--- src/rtl/tis_exec_node.sv ---
// -----------------------------------------------------------------------------
// tis_exec_node
//   Single TIS-100 style execution node. Fetches an 18-bit instruction from the
//   program source at the registered program counter, decodes it and executes
//   it against an 8-bit signed ACC / BAK register pair. Data moves to and from
//   the four neighbours over valid/ready handshaked ports.
//
//   Instruction layout (index 0 = MSB): op=[0:3] src=[4:6] dst=[7:9] imm=[10:17]
//
// Ports
//   clk, rst_n               clock, synchronous active-low reset
//   instr      [0:17]  in    instruction at addr_instr, combinational fetch
//   addr_instr [0:7]   out   registered program counter
//   in0..in3   [0:7]   in    input port data
//   in_valid   [0:3]   in    bit k: ink holds data
//   in_ready   [0:3]   out   bit k: node consumes ink this cycle (combinational)
//   out0..out3 [0:7]   out   registered output port data
//   out_valid  [0:3]   out   bit k: outk holds data (registered)
//   out_ready  [0:3]   in    bit k: neighbour accepts outk
//   stall              out   current instruction is blocked on a port
// -----------------------------------------------------------------------------
module tis_exec_node #(
  parameter int unsigned PROG_LEN = 16
) (
  input  logic        clk,
  input  logic        rst_n,
  input  logic [0:17] instr,
  output logic [0:7]  addr_instr,
  input  logic [0:7]  in0,
  input  logic [0:7]  in1,
  input  logic [0:7]  in2,
  input  logic [0:7]  in3,
  input  logic [0:3]  in_valid,
  output logic [0:3]  in_ready,
  output logic [0:7]  out0,
  output logic [0:7]  out1,
  output logic [0:7]  out2,
  output logic [0:7]  out3,
  output logic [0:3]  out_valid,
  input  logic [0:3]  out_ready,
  output logic        stall
);

  typedef enum logic {
    ST_EXEC,
    ST_WAIT_OUT
  } state_t;

  typedef enum logic [3:0] {
    OP_MOV = 4'h0,
    OP_SWP = 4'h1,
    OP_SUB = 4'h2,
    OP_ADD = 4'h3,
    OP_NEG = 4'h4,
    OP_SAV = 4'h5,
    OP_JMP = 4'h6,
    OP_JEZ = 4'h7,
    OP_JNZ = 4'h8,
    OP_JGZ = 4'h9,
    OP_JLZ = 4'hA,
    OP_NOP = 4'hF
  } op_t;

  localparam logic [7:0] LAST_PC  = 8'(PROG_LEN - 1);
  localparam logic [8:0] PROG_END = 9'(PROG_LEN);

  // ---------------------------------------------------------------------------
  // Registers and next-state signals
  // ---------------------------------------------------------------------------
  state_t     r_state, w_state_nxt;
  logic [1:0] r_wait_k, w_wait_k_nxt;
  logic [7:0] r_pc, w_pc_nxt;
  logic [7:0] r_acc, w_acc_nxt;
  logic [7:0] r_bak, w_bak_nxt;
  logic [7:0] r_out [4];
  logic [7:0] w_out_nxt [4];
  logic [0:3] r_ov, w_ov_nxt;

  // ---------------------------------------------------------------------------
  // Decode (internal vectors are descending so arithmetic reads naturally)
  // ---------------------------------------------------------------------------
  logic [17:0] w_instr;
  logic [3:0]  w_op;
  logic [2:0]  w_src;
  logic [2:0]  w_dst;
  logic [7:0]  w_imm;
  logic [7:0]  w_in [4];
  logic        w_uses_src;
  logic        w_src_port;
  logic [1:0]  w_src_k;
  logic        w_src_ok;
  logic [7:0]  w_operand;

  assign w_instr = instr;
  assign w_op    = w_instr[17:14];
  assign w_src   = w_instr[13:11];
  assign w_dst   = w_instr[10:8];
  assign w_imm   = w_instr[7:0];

  assign w_in[0] = in0;
  assign w_in[1] = in1;
  assign w_in[2] = in2;
  assign w_in[3] = in3;

  // Only MOV/ADD/SUB read their source; other opcodes never touch an input
  // port, whatever their src field happens to hold.
  assign w_uses_src = (w_op == OP_MOV) || (w_op == OP_ADD) || (w_op == OP_SUB);
  assign w_src_port = w_uses_src && !w_src[2];
  assign w_src_k    = w_src[1:0];
  assign w_src_ok   = !w_src_port || in_valid[w_src_k];

  always_comb begin
    w_operand = '0;
    case (w_src)
      3'b000, 3'b001, 3'b010, 3'b011: w_operand = w_in[w_src_k];
      3'b100:                         w_operand = r_acc;
      3'b110:                         w_operand = w_imm;
      default:                        w_operand = '0;
    endcase
  end

  // ---------------------------------------------------------------------------
  // Arithmetic
  // ---------------------------------------------------------------------------
  function automatic logic [7:0] sat8(input logic signed [8:0] v);
    if (v > 9'sd127)
      return 8'h7F;
    else if (v < -9'sd128)
      return 8'h80;
    else
      return v[7:0];
  endfunction

  logic signed [8:0] w_sum;
  logic signed [8:0] w_diff;
  logic [7:0]        w_neg;

  assign w_sum  = $signed({r_acc[7], r_acc}) + $signed({w_operand[7], w_operand});
  assign w_diff = $signed({r_acc[7], r_acc}) - $signed({w_operand[7], w_operand});
  assign w_neg  = (r_acc == 8'h80) ? 8'h7F : (8'h00 - r_acc);

  // ---------------------------------------------------------------------------
  // Program counter helpers
  // ---------------------------------------------------------------------------
  logic [7:0] w_pc_inc;
  logic [7:0] w_jmp_tgt;
  logic       w_acc_zero;
  logic       w_acc_neg;
  logic       w_take;

  assign w_pc_inc   = (r_pc == LAST_PC) ? '0 : r_pc + 8'd1;
  assign w_jmp_tgt  = ({1'b0, w_imm} < PROG_END) ? w_imm : '0;
  assign w_acc_zero = (r_acc == 8'h00);
  assign w_acc_neg  = r_acc[7];

  always_comb begin
    w_take = 1'b0;
    case (w_op)
      OP_JMP:  w_take = 1'b1;
      OP_JEZ:  w_take = w_acc_zero;
      OP_JNZ:  w_take = !w_acc_zero;
      OP_JGZ:  w_take = !w_acc_zero && !w_acc_neg;
      OP_JLZ:  w_take = w_acc_neg;
      default: w_take = 1'b0;
    endcase
  end

  // ---------------------------------------------------------------------------
  // Next-state / output logic
  // ---------------------------------------------------------------------------
  always_comb begin
    w_state_nxt  = r_state;
    w_wait_k_nxt = r_wait_k;
    w_pc_nxt     = r_pc;
    w_acc_nxt    = r_acc;
    w_bak_nxt    = r_bak;
    w_out_nxt    = r_out;
    w_ov_nxt     = r_ov;
    in_ready     = '0;
    stall        = 1'b0;

    case (r_state)
      ST_EXEC: begin
        if (w_src_port)
          in_ready[w_src_k] = 1'b1;
        if (!w_src_ok) begin
          stall = 1'b1;
        end else begin
          w_pc_nxt = w_pc_inc;
          case (w_op)
            OP_MOV: begin
              if (!w_dst[2]) begin
                // Output is loaded now; PC waits for the neighbour to accept.
                w_out_nxt[w_dst[1:0]] = w_operand;
                w_ov_nxt[w_dst[1:0]]  = 1'b1;
                w_wait_k_nxt          = w_dst[1:0];
                w_state_nxt           = ST_WAIT_OUT;
                w_pc_nxt              = r_pc;
              end else if (w_dst == 3'b100) begin
                w_acc_nxt = w_operand;
              end
            end
            OP_SWP: begin
              w_acc_nxt = r_bak;
              w_bak_nxt = r_acc;
            end
            OP_SUB: w_acc_nxt = sat8(w_diff);
            OP_ADD: w_acc_nxt = sat8(w_sum);
            OP_NEG: w_acc_nxt = w_neg;
            OP_SAV: w_bak_nxt = r_acc;
            OP_JMP, OP_JEZ, OP_JNZ, OP_JGZ, OP_JLZ: begin
              if (w_take)
                w_pc_nxt = w_jmp_tgt;
            end
            default: ;
          endcase
        end
      end

      ST_WAIT_OUT: begin
        stall = 1'b1;
        if (r_ov[r_wait_k] && out_ready[r_wait_k]) begin
          w_ov_nxt[r_wait_k] = 1'b0;
          w_pc_nxt           = w_pc_inc;
          w_state_nxt        = ST_EXEC;
        end
      end

      default: w_state_nxt = ST_EXEC;
    endcase
  end

  // ---------------------------------------------------------------------------
  // State register
  // ---------------------------------------------------------------------------
  always_ff @(posedge clk) begin
    if (!rst_n) begin
      r_state  <= ST_EXEC;
      r_wait_k <= '0;
    end else begin
      r_state  <= w_state_nxt;
      r_wait_k <= w_wait_k_nxt;
    end
  end

  // ---------------------------------------------------------------------------
  // Datapath registers
  // ---------------------------------------------------------------------------
  always_ff @(posedge clk) begin
    if (!rst_n) begin
      r_pc  <= '0;
      r_acc <= '0;
      r_bak <= '0;
      r_ov  <= '0;
      for (int unsigned i = 0; i < 4; i++)
        r_out[i] <= '0;
    end else begin
      r_pc  <= w_pc_nxt;
      r_acc <= w_acc_nxt;
      r_bak <= w_bak_nxt;
      r_ov  <= w_ov_nxt;
      for (int unsigned i = 0; i < 4; i++)
        r_out[i] <= w_out_nxt[i];
    end
  end

  assign addr_instr = r_pc;
  assign out0       = r_out[0];
  assign out1       = r_out[1];
  assign out2       = r_out[2];
  assign out3       = r_out[3];
  assign out_valid  = r_ov;

endmodule
--- config.mk ---
export PLATFORM = sky130hd
export DESIGN_NAME = tis_exec_node
export DESIGN_NICKNAME = d
export VERILOG_FILES = /design/src/rtl/tis_exec_node.sv
export SDC_FILE = /design/constraint.sdc
export NUM_CORES = 1
export LEC_CHECK = 0
export CORE_MARGIN = 3
export CORE_UTILIZATION = 54
export DETAILED_ROUTE_END_ITERATION = 8
export PLACE_DENSITY = 0.87
export SETUP_SLACK_MARGIN = 0.2
export SLEW_MARGIN = 30
export SYNTH_ARGS = -nofsm -noshare
export SYNTH_HDL_FRONTEND = slang
export SYNTH_SLANG_ARGS = --single-unit
--- constraint.sdc ---
create_clock -name clk -period 8.2 [get_ports clk]
set_clock_uncertainty 0.15 [all_clocks]
set_input_delay 1.23 -clock clk [delete_from_list [all_inputs] [get_ports clk]]
set_output_delay 1.23 -clock clk [all_outputs]
set_load 0.05 [all_outputs]
==> run_results.csv <==
group,metric,value,unit
route,drt-total-wl,13400,um
synth,async_flop_share,0,
worst_hold_path,hold_depth,2,
clock_tree,cts_tree,"done",
sta,min_period_over_period,0.725,
synth,synthAdderAreaFrac,0.0712,
setup_path,critPathTopFamily,"compound AO/OA/AOI/OAI gates",
final_layout,fill_cells,569,
setup_path,critPathBufInv,2,
floorplanning,rows,31,
route,antenna_left,0,
synth,synth_edf_count,0,
setup_path,critPathCaptureType,"flop",
setup_path,cpPeakStageDelay,0.97,ns
floorplanning,core-area,7450,sq um
synth,synth_xor_area_frac,0.0268,
sta,setup_violations,0,
sta,rsz0062_at_grt,"false",
global_route,grt-ovfl-total,0,
synth,synth_cell_types,68,
clock_tree,cts_made_buffers,9,
setup_path,cp.depth,11,
synth,synth.mux.area_fraction,0.0909,
final_layout,final_cell_mix,"108 x clkdlybuf4s50_1, 72 x nor2_1, 63 x dfxtp_1",
setup_path,path_max_fanout,14,
placed_design,dp_hpwl,9950,um
final_layout,fin_nets,694,
final_layout,syn2layout_area_growth,31.3,%
sta,setup_tns,0,ns
setup_path,rr_endpoint,"r_acc[5]",
final_layout,mostFrequentLayoutCell,"clkdlybuf4s50_1",
synth,synth-seq-cells,63,
final_layout,drive_above_1_share,0.0763,
placed_design,portBuffers,108,
sta,worst_slew_pin_slew,1.06,ns
run,max_cap_violations,0,
synth,avgSynthCellArea,8.17,sq um
synth,synth_top_family_by_area,"compound AO/OA/AOI/OAI gates",
worst_hold_path,hold_start,"r_bak[1]",
sta,relSlewSlack,0.293,
clock_tree,htree_levels,3,
setup_path,rr_startpoint,"r_acc[1]",
synth,seq_area_frac_synth,0.296,
synth,synth_cells,521,
setup_path,worst_ep_arrival_time,6.04,ns
clock_tree,clk_path_buf_depth,2,
setup_path,cp-start-kind,"input pin",
pwr,vdd_drop_max,0.0000911,V
floorplanning,design.portCount,109,
synth,synth_compound_area_frac,0.250,
route,dr.first_iter.drc_count,396,
synth,synthSimpleGateAreaFrac,0.208,
setup_path,crit_chain,"clkdlybuf4s50_1 -> mux4_2 -> a21oi_1 -> inv_1 -> ha_1 -> o311a_1 -> o31ai_1 -> a41oi_1 -> a221oi_1 -> nand4_1 -> a32o_1",
placed_design,dpl_cell_area,5350,sq um
setup_path,cp_data_required_time,8.29,ns
global_route,grt_usage,0.303,
setup_path,slowest_stage,"clkdlybuf4s50_1",
synth,synth_ff_type,"dfxtp_1",
sta,final_hold_viol_count,0,
clock_tree,insertion_delay,0.35,ns
route,vias_per_cell,6.23,
clock_tree,postCtsHoldBufs,0,
route,drt-wirelength-per-cell,18.7,um
route,first_pass_iters,5,
pwr,p_leak,2.10,nW
pwr,p_per_area,157,nW/um^2
worst_hold_path,min_to,"r_bak[1]",
status,status,"finished, final reports clean",
global_route,grt_pass1_vias,4116,
synth,syn_area,4250,sq um
route,via_count,4457,
final_layout,fin_area,5590,sq um
clock_tree,cts-root-buf,"clkbuf_8",
setup_path,worstSetupStartpoint,"instr[6]",
clock_tree,post_cts_resized,0,
clock_tree,cts_setup_buffers,0,
global_route,grt_max_degree,50,
placed_design,gp_congestion,0.975,
synth,yosys_warnings,0,
route,drc,0,
global_route,antenna_found_initial,0,
global_route,grt_first_pass_wirelength,21100,um
floorplanning,die_w,94.8,um
clock_tree,clkTransAtPathRegs,0.08,ns
floorplanning,die_h,94.8,um
sta,fmax,168,MHz
floorplanning,start_util,0.571,
setup_path,r2r_slack,3.78,ns
sta,slew_violations,0,
setup_path,rr_worst_depth,11,
worst_hold_path,hold_path_class,"flop to flop",
sta,period_minus_slack,5.95,ns
floorplanning,dieArea,8980,sq um
synth,synth_fp_nets,604,
final_layout,diodes,0,
clock_tree,cts.sinks,63,
setup_path,critPathKind,"input pin to flop",
[metal layers]
metal	global-route usage	share of wire
met1	0.415	0.42
met2	0.466	0.46
met3	0.0526	0.082
met4	0.137	0.039
met5	0	0
[report_power, final]
group	internal [W]	switching, W	total (W)	leakage (nW)
combinational	0.000104	0.000133	0.000237	1.48
clock	0.000187	0.000125	0.000312	0.112
sequential	0.000312	0.0000140	0.000326	0.509
total	0.000603	0.000272	0.000875	2.10
[kinds of logic (layout without fill, tap and decap cells)]
kind of cell               count (synthesis)  in the layout
DFF                                       63             63
xor gates and xnor gates                  13             13
adders and majority gates                 23             23
AOI/OAI and AO/OA                        151            151
buffers and inverters                     59            154
muxes                                     26             26
and+or+nand+nor                          186            186
[worst register-to-register path, delay by kind of cell (launching register included)]
| family | cells | cell delay [ns] |
|---|---|---|
| AOI/OAI and AO/OA | 6 | 2.56 |
| adders and majority gates | 1 | 0.38 |
| buffers and inverters | 1 | 0.29 |
| DFF | 1 | 0.62 |
| muxes | 1 | 0.14 |
| and+or+nand+nor | 2 | 0.19 |
[flip-flops by register name, summed over array words and instances, names as in the netlist]
| name | flops |
|---|---|
| out3 | 8 |
| r_wait_k | 2 |
| r_bak | 8 |
| r_acc | 8 |
| addr_instr | 8 |
| out2 | 8 |
| r_state | 1 |
| out1 | 8 |
| out_valid | 4 |
| out0 | 8 |
[cells in the mapped netlist, types with 3 or more instances]
cell type | n | area share
a31oi_1 | 9 | 0.013
o31a_1 | 3 | 0.0062
buf_2 | 11 | 0.013
nor3_1 | 9 | 0.011
xor2_1 | 3 | 0.0062
dfxtp_1 | 63 | 0.30
nor2b_1 | 8 | 0.012
a211oi_1 | 23 | 0.041
a32oi_1 | 6 | 0.012
mux4_2 | 10 | 0.053
nor4_1 | 3 | 0.0044
or3_1 | 4 | 0.0059
a22oi_1 | 3 | 0.0053
mux2i_1 | 15 | 0.035
xnor2_1 | 10 | 0.021
nand3_1 | 13 | 0.015
clkbuf_1 | 19 | 0.017
or2_2 | 3 | 0.0044
a21oi_1 | 38 | 0.045
o21a_1 | 6 | 0.011
inv_1 | 25 | 0.022
ha_1 | 21 | 0.062
nand4_1 | 5 | 0.0074
nand2b_1 | 8 | 0.012
and3_1 | 4 | 0.0059
o21bai_1 | 3 | 0.0053
nor2_1 | 74 | 0.065
o21ai_0 | 23 | 0.027
a21o_1 | 4 | 0.0071
nand2_1 | 41 | 0.036
a211o_1 | 3 | 0.0062
[final cells by class]
type / instances / area (sq um) / share of cell area
repair buffers: 112 / 1110 / 0.199
multi-input cells: 399 / 2760 / 0.494
inverters: 26 / 97.6 / 0.0175
well taps: 99 / 124 / 0.0222
clock inverters: 5 / 80.1 / 0.0143
flip-flops and latches: 63 / 1260 / 0.226
clock buffers: 11 / 151 / 0.0271
[worst max-delay path by stage]
| stage | end |
|---|---|
| after floorplan | in_ready[2] |
| after global placement | r_acc[5] |
| after detailed placement | r_acc[5] |
| after CTS | r_acc[5] |
| after global routing | r_acc[5] |
| final | r_acc[5] |
[stage by stage]
stage | hold WS, ns | cells | utilization | setup WS, ns | total power (W)
after global routing | 0.346 | 715 | 0.750 | 1.89 | 0.000909
final | 0.311 | 715 | 0.750 | 2.25 | 0.000875
after detailed placement | 0.301 | 699 | 0.718 | 2.02 | 0.000561
after global placement | 0.294 | 699 | 0.718 | 2.21 | 0.000559
after floorplan | 0.286 | 521 | - | 3.30 | 0.000482
after CTS | 0.312 | 715 | 0.749 | 2.34 | 0.000871
(Power assumes the default switching activity.)
